--- src/rtl/irq_controller_pkg.sv ---
`default_nettype none
// ============================================================================
// Module   : irq_controller_pkg
// Brief    : Register map, FSM state encoding and STATUS layout shared by the
//            interrupt controller sources.
// Revision : 1.0 - initial release
// ============================================================================
package irq_controller_pkg;

    localparam logic [1:0] IRQC_PEND   = 2'd0;
    localparam logic [1:0] IRQC_MASK   = 2'd1;
    localparam logic [1:0] IRQC_CTRL   = 2'd2;
    localparam logic [1:0] IRQC_STATUS = 2'd3;

    typedef enum logic [1:0] {
        ST_IDLE    = 2'd0,
        ST_REQ     = 2'd1,
        ST_SERVICE = 2'd2
    } irq_state_t;

    localparam int STATUS_IRQ_BIT   = 31;
    localparam int STATUS_INSVC_BIT = 30;
    localparam int STATUS_ID_MSB    = 2;
    localparam int STATUS_ID_LSB    = 0;

    function automatic logic [31:0] status_word(input logic       irq,
                                                input logic       in_service,
                                                input logic [2:0] id);
        logic [31:0] word;
        word                                = '0;
        word[STATUS_IRQ_BIT]                = irq;
        word[STATUS_INSVC_BIT]              = in_service;
        word[STATUS_ID_MSB:STATUS_ID_LSB]   = id;
        return word;
    endfunction

endpackage
`default_nettype wire

--- src/rtl/irq_controller_if.sv ---
`default_nettype none
// ============================================================================
// Module   : irq_controller_if
// Brief    : Bus, peripheral request and CPU handshake signals of the
//            interrupt controller.
// Revision : 1.0 - initial release
// ============================================================================
interface irq_controller_if #(
    parameter int NUM_SRC = 4
);
    logic               MemWrite;
    logic [1:0]         address;
    logic [31:0]        write_data;
    logic [31:0]        read_data;
    logic [NUM_SRC-1:0] irq_src;
    logic               cpu_ack;
    logic               cpu_eret;
    logic               cpu_irq;
    logic [2:0]         irq_id;

    modport slave (
        input  MemWrite, address, write_data, irq_src, cpu_ack, cpu_eret,
        output read_data, cpu_irq, irq_id
    );

    modport master (
        output MemWrite, address, write_data, irq_src, cpu_ack, cpu_eret,
        input  read_data, cpu_irq, irq_id
    );
endinterface
`default_nettype wire

--- src/rtl/irq_prio_enc.sv ---
`default_nettype none
// ============================================================================
// Module   : irq_prio_enc
// Brief    : Combinational priority encoder; the lowest set index wins.
// Revision : 1.0 - initial release
// ============================================================================
module irq_prio_enc #(
    parameter int NUM_SRC = 4
) (
    input  logic [NUM_SRC-1:0] req,
    output logic               valid,
    output logic [2:0]         id
);

    // Scanning downwards lets the lowest set index overwrite the others.
    always_comb begin
        valid = 1'b0;
        id    = '0;
        for (int k = NUM_SRC - 1; k >= 0; k--) begin
            if (req[k]) begin
                valid = 1'b1;
                id    = 3'(k);
            end
        end
    end

endmodule
`default_nettype wire

--- src/rtl/irq_controller.sv ---
`default_nettype none
// ============================================================================
// Module   : irq_controller
// Brief    : Pending/mask/enable interrupt controller with a registered CPU
//            request and ack/eret handshake. Define IRQ_CTRL_EDGE_EN for
//            rising-edge capture; the default build is level-sensitive.
// Revision : 1.0 - initial release
// ============================================================================
module irq_controller
    import irq_controller_pkg::*;
#(
    parameter int NUM_SRC = 4
) (
    input  logic           clk,
    input  logic           reset,
    irq_controller_if.slave bus
);

    logic [NUM_SRC-1:0] pend_q;
    logic [NUM_SRC-1:0] mask_q;
    logic               ge_q;
    irq_state_t         state_q;
    irq_state_t         state_d;
    logic               cpu_irq_q;
    logic [2:0]         irq_id_q;
    logic [2:0]         irq_id_d;

    logic [NUM_SRC-1:0] src_event;
    logic [NUM_SRC-1:0] eligible;
    logic [NUM_SRC-1:0] wr_clr;
    logic [NUM_SRC-1:0] ack_clr;
    logic [7:0]         pend_ext;
    logic [7:0]         mask_ext;
    logic               cur_pend;
    logic               cur_mask;
    logic               ack_take;
    logic               win_valid;
    logic [2:0]         win_id;
    logic               unused_wdata;

    assign unused_wdata = ^bus.write_data;

`ifdef IRQ_CTRL_EDGE_EN
    logic [NUM_SRC-1:0] src_hist_q;

    always_ff @(posedge clk) begin
        if (reset) begin
            src_hist_q <= '0;
        end else begin
            src_hist_q <= bus.irq_src;
        end
    end

    assign src_event = bus.irq_src & ~src_hist_q;
`else
    assign src_event = bus.irq_src;
`endif

    always_comb begin
        pend_ext                = '0;
        mask_ext                = '0;
        pend_ext[NUM_SRC-1:0]   = pend_q;
        mask_ext[NUM_SRC-1:0]   = mask_q;
    end

    assign cur_pend = pend_ext[irq_id_q];
    assign cur_mask = mask_ext[irq_id_q];
    assign eligible = ge_q ? (pend_q & mask_q) : '0;

    irq_prio_enc #(
        .NUM_SRC (NUM_SRC)
    ) u_prio (
        .req     (eligible),
        .valid   (win_valid),
        .id      (win_id)
    );

    always_comb begin
        state_d  = state_q;
        irq_id_d = irq_id_q;
        ack_take = 1'b0;
        case (state_q)
            ST_IDLE: begin
                if (win_valid) begin
                    state_d  = ST_REQ;
                    irq_id_d = win_id;
                end
            end
            ST_REQ: begin
                // An ack wins over a same-cycle withdrawal: the CPU already saw cpu_irq high.
                if (bus.cpu_ack) begin
                    state_d  = ST_SERVICE;
                    ack_take = 1'b1;
                end else if (!ge_q || !cur_mask || !cur_pend) begin
                    state_d  = ST_IDLE;
                end
            end
            ST_SERVICE: begin
                if (bus.cpu_eret) begin
                    state_d = ST_IDLE;
                end
            end
            default: begin
                state_d = ST_IDLE;
            end
        endcase
    end

    always_comb begin
        wr_clr  = '0;
        ack_clr = '0;
        for (int k = 0; k < NUM_SRC; k++) begin
            wr_clr[k]  = bus.MemWrite && (bus.address == IRQC_PEND) && bus.write_data[k];
            ack_clr[k] = ack_take && (irq_id_q == 3'(k));
        end
    end

    always_ff @(posedge clk) begin
        if (reset) begin
            pend_q    <= '0;
            mask_q    <= '0;
            ge_q      <= 1'b0;
            state_q   <= ST_IDLE;
            cpu_irq_q <= 1'b0;
            irq_id_q  <= '0;
        end else begin
            // New events are OR-ed in last so a set beats any clear.
            pend_q <= (pend_q & ~wr_clr & ~ack_clr) | src_event;
            if (bus.MemWrite && (bus.address == IRQC_MASK)) begin
                mask_q <= bus.write_data[NUM_SRC-1:0];
            end
            if (bus.MemWrite && (bus.address == IRQC_CTRL)) begin
                ge_q <= bus.write_data[0];
            end
            state_q   <= state_d;
            cpu_irq_q <= (state_d == ST_REQ);
            irq_id_q  <= irq_id_d;
        end
    end

    always_comb begin
        bus.read_data = '0;
        case (bus.address)
            IRQC_PEND:   bus.read_data[NUM_SRC-1:0] = pend_q;
            IRQC_MASK:   bus.read_data[NUM_SRC-1:0] = mask_q;
            IRQC_CTRL:   bus.read_data[0]           = ge_q;
            IRQC_STATUS: bus.read_data = status_word(cpu_irq_q, state_q == ST_SERVICE, irq_id_q);
            default:     bus.read_data = '0;
        endcase
    end

    assign bus.cpu_irq = cpu_irq_q;
    assign bus.irq_id  = irq_id_q;

endmodule
`default_nettype wire

--- src/flat_wrapper.sv ---
// flat-port wrapper written by rule: the top's interface ports become plain ports
module irq_controller_flat import irq_controller_pkg::*;
#(
    parameter int NUM_SRC = 4
)
  (clk, reset, bus_MemWrite, bus_address, bus_write_data, bus_irq_src, bus_cpu_ack, bus_cpu_eret, bus_read_data, bus_cpu_irq, bus_irq_id);
  irq_controller_if #(.NUM_SRC(NUM_SRC)) bus_i ();
  input  logic clk;
  input  logic reset;
  input wire logic [$bits(bus_i.MemWrite)-1:0] bus_MemWrite;
  input wire logic [$bits(bus_i.address)-1:0] bus_address;
  input wire logic [$bits(bus_i.write_data)-1:0] bus_write_data;
  input wire logic [$bits(bus_i.irq_src)-1:0] bus_irq_src;
  input wire logic [$bits(bus_i.cpu_ack)-1:0] bus_cpu_ack;
  input wire logic [$bits(bus_i.cpu_eret)-1:0] bus_cpu_eret;
  output wire logic [$bits(bus_i.read_data)-1:0] bus_read_data;
  output wire logic [$bits(bus_i.cpu_irq)-1:0] bus_cpu_irq;
  output wire logic [$bits(bus_i.irq_id)-1:0] bus_irq_id;
  assign bus_i.MemWrite = bus_MemWrite;
  assign bus_i.address = bus_address;
  assign bus_i.write_data = bus_write_data;
  assign bus_i.irq_src = bus_irq_src;
  assign bus_i.cpu_ack = bus_cpu_ack;
  assign bus_i.cpu_eret = bus_cpu_eret;
  assign bus_read_data = bus_i.read_data;
  assign bus_cpu_irq = bus_i.cpu_irq;
  assign bus_irq_id = bus_i.irq_id;
  irq_controller #(.NUM_SRC(NUM_SRC)) u_core (.clk(clk), .reset(reset), .bus(bus_i));
endmodule
--- config.mk ---
export PLATFORM = sky130hd
export DESIGN_NAME = irq_controller_flat
export DESIGN_NICKNAME = d
export VERILOG_FILES = /design/src/rtl/irq_controller_pkg.sv /design/src/rtl/irq_controller_if.sv /design/src/rtl/irq_prio_enc.sv /design/src/rtl/irq_controller.sv /design/src/flat_wrapper.sv
export SDC_FILE = /design/constraint.sdc
export NUM_CORES = 1
export LEC_CHECK = 0
export CORE_AREA = 2 2 56 58
export DETAILED_ROUTE_END_ITERATION = 12
export DIE_AREA = 0 0 58 60
export GPL_ROUTABILITY_DRIVEN = 1
export PLACE_DENSITY = 0.84
export RECOVER_POWER = 100
export SETUP_SLACK_MARGIN = 0.05
export SLEW_MARGIN = 40
export SYNTH_ARGS = -nofsm -noshare
export SYNTH_HDL_FRONTEND = slang
export SYNTH_SLANG_ARGS = --single-unit
--- constraint.sdc ---
create_clock -name clk -period 2.7 [get_ports clk]
set_clock_uncertainty 0.1 [all_clocks]
set_input_delay 0.405 -clock clk [delete_from_list [all_inputs] [get_ports clk]]
set_output_delay 0.405 -clock clk [all_outputs]
set_load 0.01 [all_outputs]
==> flow_metrics.py <==
metrics = {
    "outcome": {
        "status": "finished, final reports clean",
    },
    "timing": {
        "fin_crit_sh_pct": 92.51,
        "drv_slew": 0,
        "rsz0062_at_grt": "false",
        "worst_slew_pin_slew_ns": 0.5381,
        "fin_tns_setup_ns": 0,
        "finalHoldViolCount": 0,
        "layout_min_cycle_time_ns": 2.498,
        "setup_viol": 0,
        "fmax_ghz": 0.4004,
        "relSlewSlack_pct": 64.05,
    },
    "detailed_routing": {
        "drc": 0,
        "wl_per_cell_um": 11.83,
        "dr.pass1.iters": 4,
        "first_iter_violations": 23,
        "wirelength_um": 1964,
        "vias": 830,
        "final_antenna_net_count": 0,
        "viasPerCell": 5.000,
    },
    "yosys": {
        "synth_enable_flop_cells": 0,
        "async_flop_share_pct": 0,
        "ys_ff_latch": 14,
        "synth.avg_cell_area_um2": 8.679,
        "synthCells": 110,
        "synth_area_leaders": "dfxtp_1 29%, buf_4 22%, mux2i_1 8.4%",
        "yosys_warnings": 0,
        "synth_top_area_share_pct": 29.36,
        "synth.most_common_cell": "buf_4",
        "syn_area_um2": 954.7,
        "ys_seq_area_share_pct": 29.36,
        "yosys.cell_types.count": 32,
        "netlist_top_cells_count": "28 x buf_4, 14 x dfxtp_1, 10 x nor2_1",
        "synthFlopType": "dfxtp_1",
        "yosysTopAreaCell": "dfxtp_1",
    },
    "critical_path": {
        "crit_path_start_kind": "input port",
        "crit_buf_inv": 2,
        "cp_data_arrival_time_ns": 1.99,
        "cp.required_ns": 2.19,
        "cp_slowest_stage_delay_ns": 0.70,
        "r2r_end": "u_core.bus.cpu_irq",
        "end_kind": "output pin",
        "rrSetupSlack_ns": 1.25,
        "critPathSlowestCell": "clkdlybuf4s50_1",
        "timing.rr.start": "u_core.ge_q",
        "path_class": "in2out",
        "ff2ff_path_depth": 3,
        "path_cells": "clkdlybuf4s50_1 > mux2i_1 > nor2_1 > dlygate4sd3_1",
        "critPathTopFamily": "buffers and inverters",
        "worstPathMaxFanout": 10,
    },
    "power_and_ir_drop": {
        "irDropWorstVdd_mv": 0.1960,
        "p_leak_nw": 0.4943,
        "powerDensity_nw_per_um2": 397.3,
    },
    "grt": {
        "grt_use_met3_pct": 2.165,
        "grt_remaining_overflow": 0,
        "globalRoute.busiestLayer": "met2",
        "grt_pass1_wl_um": 3167,
        "antenna_found_initial": 0,
        "grtUsageMet1_pct": 12.88,
        "use_met2_pct": 21.75,
        "grt_pass1_vias": 750,
        "track_usage_pct": 11.76,
        "grt_max_degree": 15,
    },
    "min_path": {
        "hold-path-endpoint": "u_core.bus.irq_id[0]",
        "min_path_cells": 2,
        "hp-start": "u_core.ge_q",
        "hold_class": "reg2reg",
    },
    "cells_and_area": {
        "fin_cells": 166,
        "diodes": 0,
        "nNetsFinal": 177,
        "area_delta_synth_final_pct": 18.74,
        "layout-drive-gt1-share_pct": 6.767,
    },
    "placement": {
        "place_inst": 162,
        "dpl.hpwl_um": 1518,
        "place_congestion": 0.7433,
        "port_buffers": 23,
    },
    "floorplan": {
        "ios": 79,
        "die_x_um": 58,
        "fp-row-count": 20,
        "core_um2": 2903,
        "die_area_um2": 3480,
        "start_util_pct": 32.89,
        "die_h_um": 60,
    },
    "clock_tree": {
        "clkTransAtPathRegs_ns": 0.08,
        "cts.sinks": 14,
        "hold_buffers": 0,
        "post_cts_buffers": 0,
        "clockBufferDepth": 2,
        "cts-buffers-inserted": 3,
        "insertion_delay_ns": 0.28,
        "cts_tree": "built",
        "ctsResizeCount": 0,
        "cts_max_level": 1,
        "cts_root_buf": "clkbuf_4",
    },
    "run": {
        "max_cap_violations": 0,
    },
}
## placed cells by master, fill, tap and decap left out, types with 2 or more instances in the layout
master and instances:
clkdlybuf4s50_1 15, dfxtp_1 14, nand3b_1 4, nor2_1 10, conb_1 27, dlygate4sd3_1 8, nand3_1 4, a221oi_1 2
clkbuf_4 3, nand2_1 6, o211ai_1 2, mux2i_1 8, a21oi_1 5, a31oi_1 2, a22o_1 2, o21ai_0 3
nor3b_1 2
## worst max-delay path by stage
stage / from / endpoint / slack [ns] / cells after the start
after detailed placement: bus_address[0] / bus_read_data[0] / 0.23 / 3
after CTS: bus_address[0] / bus_read_data[0] / 0.23 / 3
after global routing: bus_address[0] / bus_read_data[1] / 0.11 / 4
after global placement: bus_address[0] / bus_read_data[0] / 0.24 / 3
after floorplan: bus_address[1] / bus_read_data[0] / 1.09 / 2
final: bus_address[0] / bus_read_data[3] / 0.20 / 4
## kinds of logic after synthesis
family                 count (synthesis)  synth area share, %
AOI/OAI and AO/OA                     20                14.29
DFF                                   14                29.36
other                                  1               0.3928
buffers and inverters                 31                23.46
and+or+nand+nor                       35                21.76
muxes                                  9                10.75
## tightest hold or removal path, delay by kind of cell, from the launching register on
family / cells / cell delay [ns]
flip-flops: 1 / 0.35
AND/OR/NAND/NOR: 1 / 0.09
AO/OA/AOI/OAI: 1 / 0.07
## final cells by class
type / count / area (um2)
flip-flops and latches: 14 / 280.3
repair buffers: 24 / 237.7
clock buffers: 4 / 36.28
well taps: 33 / 41.29
fillers: 282 / 1769
multi-input cells: 91 / 538.0
## where the power goes
group,internal [W],switching (W)
Sequential,0.000213,0.00000862
Clock,0.0000821,0.0000691
Combinational,0.0000359,0.0000412
Total,0.000331,0.000119
## through the flow
step	worst slack (ns)	utilization (%)	power [W]	hold slack [ns]	area, um2
floorplan	1.085	-	0.0002979	0.3717	1052
global placement	0.2377	38.15	0.0003029	0.4237	1107
detailed placement	0.2319	38.15	0.0003046	0.4230	1107
CTS	0.2273	39.40	0.0004541	0.4439	1144
global route	0.1105	39.05	0.0004733	0.4935	1134
finish	0.2022	39.05	0.0004504	0.4552	1134
## metal layers
layer  vias up  wire length [um]  share of wire [%]
li1        387                 -                  -
met1       392               776                 40
met2        47              1013                 52
met3         4               137                7.0
met4         0                37                1.9
met5         -                 0                  0
## flip-flops by register name (all words and copies together) (netlist names)
register	cells
u_core.mask_q	4
u_core.state_q	2
u_core.bus.cpu_irq	1
u_core.bus.irq_id	2
u_core.pend_q	4
u_core.ge_q	1
Power figures use the tool's default switching activity.
